--- config.mk ---
export PLATFORM = sky130hd
export DESIGN_NAME = rom_stream_reader
export DESIGN_NICKNAME = d
export VERILOG_FILES = /design/src/rtl/rom_stream_reader_pkg.sv /design/src/rtl/rom_addr_counter.sv /design/src/rtl/rom_stream_reader.sv
export SDC_FILE = /design/constraint.sdc
export NUM_CORES = 1
export LEC_CHECK = 0
export ABC_AREA = 0
export CAP_MARGIN = 20
export CORE_MARGIN = 2
export CORE_UTILIZATION = 35
export CTS_CLUSTER_SIZE = 8
export DETAILED_ROUTE_END_ITERATION = 10
export GPL_TIMING_DRIVEN = 0
export PLACE_DENSITY = 0.66
export RECOVER_POWER = 100
export SLEW_MARGIN = 20
export SYNTH_ARGS = -nofsm -noshare
export SYNTH_HDL_FRONTEND = slang
export SYNTH_SLANG_ARGS = --single-unit
--- constraint.sdc ---
create_clock -name clk -period 2.1 [get_ports clk]
set_input_delay 0.21 -clock clk [delete_from_list [all_inputs] [get_ports clk]]
set_output_delay 0.21 -clock clk [all_outputs]
set_load 0.01 [all_outputs]
--- src/rtl/rom_stream_reader_pkg.sv ---
// Shared definitions for the ROM stream reader: default geometry and FSM state encodings.
// The encodings are also visible to anything that decodes the reader's debug state.
package rom_stream_reader_pkg;

  localparam int ROM_AW = 12;
  localparam int ROM_DW = 8;

  typedef enum logic [2:0] {
    ST_IDLE    = 3'd0,
    ST_FETCH   = 3'd1,
    ST_WAIT    = 3'd2,
    ST_PRESENT = 3'd3,
    ST_DONE    = 3'd4
  } state_t;

  // A combinational ROM can be captured straight out of FETCH; a registered one needs WAIT.
  function automatic state_t after_fetch(input int rd_lat);
    return (rd_lat == 0) ? ST_PRESENT : ST_WAIT;
  endfunction

endpackage

--- src/rtl/rom_addr_counter.sv ---
// Loadable wrapping address register plus remaining-byte down-counter for the ROM reader.
// o_last flags the final byte so the address is not advanced past it.
module rom_addr_counter #(
  parameter int AW = 12
) (
  input  logic          i_clk,
  input  logic          i_reset,
  input  logic          i_load,
  input  logic          i_step,
  input  logic [AW-1:0] i_addr,
  input  logic [AW:0]   i_len,
  output logic [AW-1:0] o_addr,
  output logic          o_last
);

  localparam logic [AW-1:0] ADDR_ONE = AW'(1);
  localparam logic [AW:0]   LEN_ONE  = (AW+1)'(1);

  logic [AW-1:0] r_addr;
  logic [AW:0]   r_remaining;
  logic          w_last;

  assign w_last = (r_remaining == LEN_ONE);

  // Address arithmetic is naturally mod 2^AW through the register width.
  always_ff @(posedge i_clk) begin
    if (i_reset) begin
      r_addr      <= '0;
      r_remaining <= '0;
    end else if (i_load) begin
      r_addr      <= i_addr;
      r_remaining <= i_len;
    end else if (i_step) begin
      r_remaining <= r_remaining - LEN_ONE;
      if (!w_last) begin
        r_addr <= r_addr + ADDR_ONE;
      end
    end
  end

  assign o_addr = r_addr;
  assign o_last = w_last;

endmodule

--- src/rtl/rom_stream_reader.sv ---
// Read-side initiator for the ROM: fetches len bytes from start_addr and streams them out.
// Build option ROM_READER_CHECKSUM_EN adds a running mod-2^DW checksum of accepted bytes.
module rom_stream_reader
  import rom_stream_reader_pkg::*;
#(
  parameter int AW     = ROM_AW,
  parameter int DW     = ROM_DW,
  parameter int RD_LAT = 0
) (
  input  logic          clk,
  input  logic          reset,
  input  logic          start,
  input  logic [AW-1:0] start_addr,
  input  logic [AW:0]   len,
  output logic [AW-1:0] rom_addr,
  input  logic [DW-1:0] rom_data,
  output logic [DW-1:0] out_data,
  output logic          out_valid,
  input  logic          out_ready,
  output logic          busy,
  output logic          done,
`ifdef ROM_READER_CHECKSUM_EN
  output logic [DW-1:0] checksum,
`endif
  output logic [2:0]    dbg_state
);

  // Output handshake: a byte transfers on a rising edge where out_valid and out_ready are
  // both high; out_valid never drops and out_data never changes before that edge, and
  // out_ready has no effect while out_valid is low.

  state_t        r_state;
  state_t        w_next_state;
  logic          w_load;
  logic          w_step;
  logic          w_capture;
  logic          w_last;
  logic [AW-1:0] w_addr;
  logic [DW-1:0] r_out_data;
  logic          r_out_valid;

  rom_addr_counter #(
    .AW(AW)
  ) u_addr_counter (
    .i_clk   (clk),
    .i_reset (reset),
    .i_load  (w_load),
    .i_step  (w_step),
    .i_addr  (start_addr),
    .i_len   (len),
    .o_addr  (w_addr),
    .o_last  (w_last)
  );

  always_ff @(posedge clk) begin
    if (reset) begin
      r_state <= ST_IDLE;
    end else begin
      r_state <= w_next_state;
    end
  end

  always_comb begin
    w_next_state = r_state;
    w_load       = 1'b0;
    w_step       = 1'b0;
    w_capture    = 1'b0;
    case (r_state)
      ST_IDLE: begin
        if (start) begin
          w_load       = 1'b1;
          w_next_state = (len == '0) ? ST_DONE : ST_FETCH;
        end
      end
      ST_FETCH: begin
        w_capture    = (RD_LAT == 0);
        w_next_state = after_fetch(RD_LAT);
      end
      ST_WAIT: begin
        w_capture    = 1'b1;
        w_next_state = ST_PRESENT;
      end
      ST_PRESENT: begin
        if (out_ready) begin
          w_step       = 1'b1;
          w_next_state = w_last ? ST_DONE : ST_FETCH;
        end
      end
      ST_DONE: begin
        w_next_state = ST_IDLE;
      end
      default: begin
        w_next_state = ST_IDLE;
      end
    endcase
  end

  always_ff @(posedge clk) begin
    if (reset) begin
      r_out_data  <= '0;
      r_out_valid <= 1'b0;
    end else if (w_capture) begin
      r_out_data  <= rom_data;
      r_out_valid <= 1'b1;
    end else if (w_step) begin
      r_out_valid <= 1'b0;
    end
  end

`ifdef ROM_READER_CHECKSUM_EN
  logic [DW-1:0] r_checksum;

  // Holds its final value after done until the next accepted start clears it.
  always_ff @(posedge clk) begin
    if (reset) begin
      r_checksum <= '0;
    end else if (w_load) begin
      r_checksum <= '0;
    end else if (w_step) begin
      r_checksum <= r_checksum + r_out_data;
    end
  end

  assign checksum = r_checksum;
`endif

  assign rom_addr  = w_addr;
  assign out_data  = r_out_data;
  assign out_valid = r_out_valid;
  assign busy      = (r_state != ST_IDLE);
  assign done      = (r_state == ST_DONE);
  assign dbg_state = r_state;

endmodule

==> impl_metrics.env <==
export IMPL_p_sw_mw=0.519
export IMPL_synthXorXnorAreaFrac_pct=0.907
export IMPL_combPwrFrac_pct=25.9
export IMPL_grt_pass1_vias=1920
export IMPL_fin_worst_skew_ns=0.00652
export IMPL_num_rows=27
export IMPL_area_growth_pct=43.6
export IMPL_relSlewSlack_pct=38.4
export IMPL_dp_cells=354
export IMPL_n_fill_cell=557
export IMPL_worstMarginPinSlew_ns=0.920
export IMPL_power_internal_mw=1.27
export IMPL_fin_crit_ns=2.03
export IMPL_clockBufferDepth=2
export IMPL_synth_cell_type_count=48
export IMPL_hpwl_um=3960
export IMPL_p_per_area_mw_per_mm2=645
export IMPL_yosys_area_share_simple_pct=25.3
export IMPL_die_h_um=78.3
export IMPL_leakagePower_nw=1.03
export IMPL_drive_gt1_share_pct=15.9
export IMPL_htree_num_levels=2
export IMPL_num_antenna_cells=0
export IMPL_outcome="complete, no violations"
export IMPL_vias_per_cell=5.50
export IMPL_worstPathRequired_ns=2.30
export IMPL_cts_buffers=5
export IMPL_wl_met1_um=2580
export IMPL_multiInputGateArea_mm2=0.00113
export IMPL_dieArea_mm2=0.00613
export IMPL_fp_dieW_um=78.3
export IMPL_synth_area_leader_cell="dfxtp_1"
export IMPL_ir_worst_vdd_mv=0.287
export IMPL_grt_max_degree=11
export IMPL_setup_violations=0
export IMPL_r2r_cells=5
export IMPL_synth_top_area_share_pct=38.4
export IMPL_route_met2_wl_um=2570
export IMPL_synth_compound_area_share_pct=23.3
export IMPL_drt_iter0_drc=114
export IMPL_yosysWarnings=0
export IMPL_hp_class="in2reg"
export IMPL_grt_remaining_overflow=0
export IMPL_drc=0
export IMPL_min_period_over_period_pct=96.6
export IMPL_fin_cells=362
export IMPL_drt_pass1_iterations=4
export IMPL_cts_sinks=37
export IMPL_ctsHoldBuffers=0
export IMPL_cts_tree="built"
export IMPL_hold_depth=2
export IMPL_path_clk_slew_ns=0.07
export IMPL_grt_pass1_wl_um=9070
export IMPL_track_usage_pct=18.5
export IMPL_maxCapViolCount=0
export IMPL_worst_setup_path_end_kind="flip-flop"
export IMPL_critPathMaxFanout=8
export IMPL_route_met3_wl_um=222
export IMPL_wirelength_um=5400
export IMPL_syn_area_per_cell_um2=8.74
export IMPL_antenna_left=0
export IMPL_final_max_slew_viol_count=0
export IMPL_power_frac_seq_pct=45.9
export IMPL_yosysSeqAreaShare_pct=38.4
export IMPL_gp_congestion=0.815
export IMPL_synth_area_top_cells="dfxtp_1 (38%), nor2_1 (5.4%), mux2i_1 (4.7%)"
export IMPL_worstSetupPathType="reg2reg"
export IMPL_hold_viol_final=0
export IMPL_wire_per_inst_um=14.9
export IMPL_syn_cell_area_mm2=0.00193
export IMPL_power_share_clock_pct=28.2
export IMPL_place_port_buffers=61
export IMPL_syn_instance_count=221
export IMPL_synth_mux_area_share_pct=5.25
export IMPL_core_mm2=0.00541
export IMPL_initial_core_util_pct=35.7
export IMPL_synth_edf_count=0
export IMPL_synthAdderAreaFrac_pct=1.94
export IMPL_ff_latch_area_um2=746
export IMPL_antenna_found_initial=0
export IMPL_ys_ff_latch=37
export IMPL_fin_nets=330
export IMPL_start_kind="flip-flop"
export IMPL_insertion_delay_ns=0.28
export IMPL_async_flop_share_pct=0
export IMPL_synth_top_family_by_area="simple AND/OR/NAND/NOR gates"
export IMPL_via_count=1990
export IMPL_fmax_mhz=493
export IMPL_ios=63
export IMPL_final_core_util_pct=51.3
export IMPL_crit_arrival_ns=2.23
export IMPL_sw_frac_of_total_pct=29.0
export IMPL_synthFlopType="dfxtp_1"
export IMPL_ctsRootBufferMaster="clkbuf_8"
export IMPL_top_layer_used="met4"
export IMPL_synth_fp_nets=261
-- layout make-up --
type                    count  share of cell area [%]
clock buffers               7                    3.11
plain buffers              13                    2.57
multi-input cells         164                    40.7
flip-flops and latches     37                    26.9
inverters                   6                   0.812
repair buffers             63                    22.7
well taps                  72                    3.25
-- power by group through the flow --
| stage | clock network [mW] | registers (mW) | logic [mW] |
|---|---|---|---|
| 4_1_cts | 0.520 | 0.821 | 0.471 |
| 5_1_grt | 0.551 | 0.831 | 0.508 |
| 3_5_place_dp | 0 | 0.835 | 0.465 |
| 6_report | 0.505 | 0.820 | 0.462 |
| 3_3_place_gp | 0 | 0.833 | 0.460 |
| 2_1_floorplan | 0 | 0.844 | 0.236 |
-- state kept, by name (all words and copies together) (netlist names) --
register / flops
u_addr_counter.r_remaining: 13
dbg_state: 3
u_addr_counter.o_addr: 12
out_valid: 1
out_data: 8
-- kinds of logic after synthesis --
group / Yosys count
flops: 37
fa+ha+maj: 3
xor+xnor: 2
buf+inv: 20
simple gates: 91
mux: 10
compound gates: 58
-- per-stage QoR --
step           total power, mW  setup TNS [ns]  setup WS [ns]  hold slack, ns  area [um^2]
6_report                  1.79               0         0.0710           0.253         2770
5_1_grt                   1.89         -0.0162        -0.0117           0.281         2770
4_1_cts                   1.81               0         0.0272           0.366         2740
3_3_place_gp              1.29           -3.49         -0.275           0.469         2630
3_5_place_dp              1.30           -3.72         -0.273           0.481         2630
2_1_floorplan             1.08               0        0.00294           0.320         1930
-- worst max-delay path, stage by stage, from the launching register on --
cell and delay, ns:
dfxtp_2 0.34, or4_4 0.53, buf_6 0.15, o311a_2 0.43
a31o_1 0.24, a311oi_2 0.25
-- placed cells by master (no fill, tap or decap), drive strengths merged, types with 2 or more instances in the layout --
cell	count
dlygate4sd3	26
nand2	13
o21a	2
o31ai	5
a21oi	8
inv	6
a311oi	8
nor4	3
dfxtp	37
nand4	4
a2111oi	2
ha	3
buf	7
or4	8
a211oi	2
clkdlybuf4s50	34
clkbuf	15
a31oi	9
nor2	30
or2	3
o311ai	3
nand3	11
a31o	2
nor3	4
or3	7
o211ai	5
mux2i	9
o31a	2
o21ai	6
and3	2
-- synthesized netlist by cell type, drive strengths merged (3+ instances only) --
cell type	instances
ha	3
clkbuf	9
nand2	13
or2	3
mux2i	9
nand3	11
o21ai	6
o31ai	5
or3	7
nor2	30
nand4	4
nor4	3
dfxtp	37
a31oi	9
a21oi	8
nor3	4
or4	8
inv	6
buf	5
a311oi	8
o311ai	3
o211ai	5
-- metal layers --
layer | vias to the layer above | global-route usage [%]
li1 | 985 | -
met1 | 951 | 23.7
met2 | 52 | 31.5
met3 | 2 | 3.33
met4 | 0 | 5.96
met5 | - | 0
-- path summary, 6_finish.rpt --
check | startpoint | to | slack [ns]
min | out_ready | dbg_state[1] | 0.25
max | u_addr_counter.r_remaining[4] | u_addr_counter.o_addr[8] | 0.07
min reg2reg | u_addr_counter.r_remaining[1] | u_addr_counter.r_remaining[1] | 0.49
max reg2reg | u_addr_counter.r_remaining[4] | u_addr_counter.o_addr[8] | 0.07
-- timing repair --
item,4_1_cts,5_1_grt
hold endpoints to repair,0,0
setup endpoints to repair,18,16
pin swaps,1,1
buffers inserted,1,0
cloned,1,0
resized for setup,3,14
Note: power is estimated with default switching activity, not from simulation.
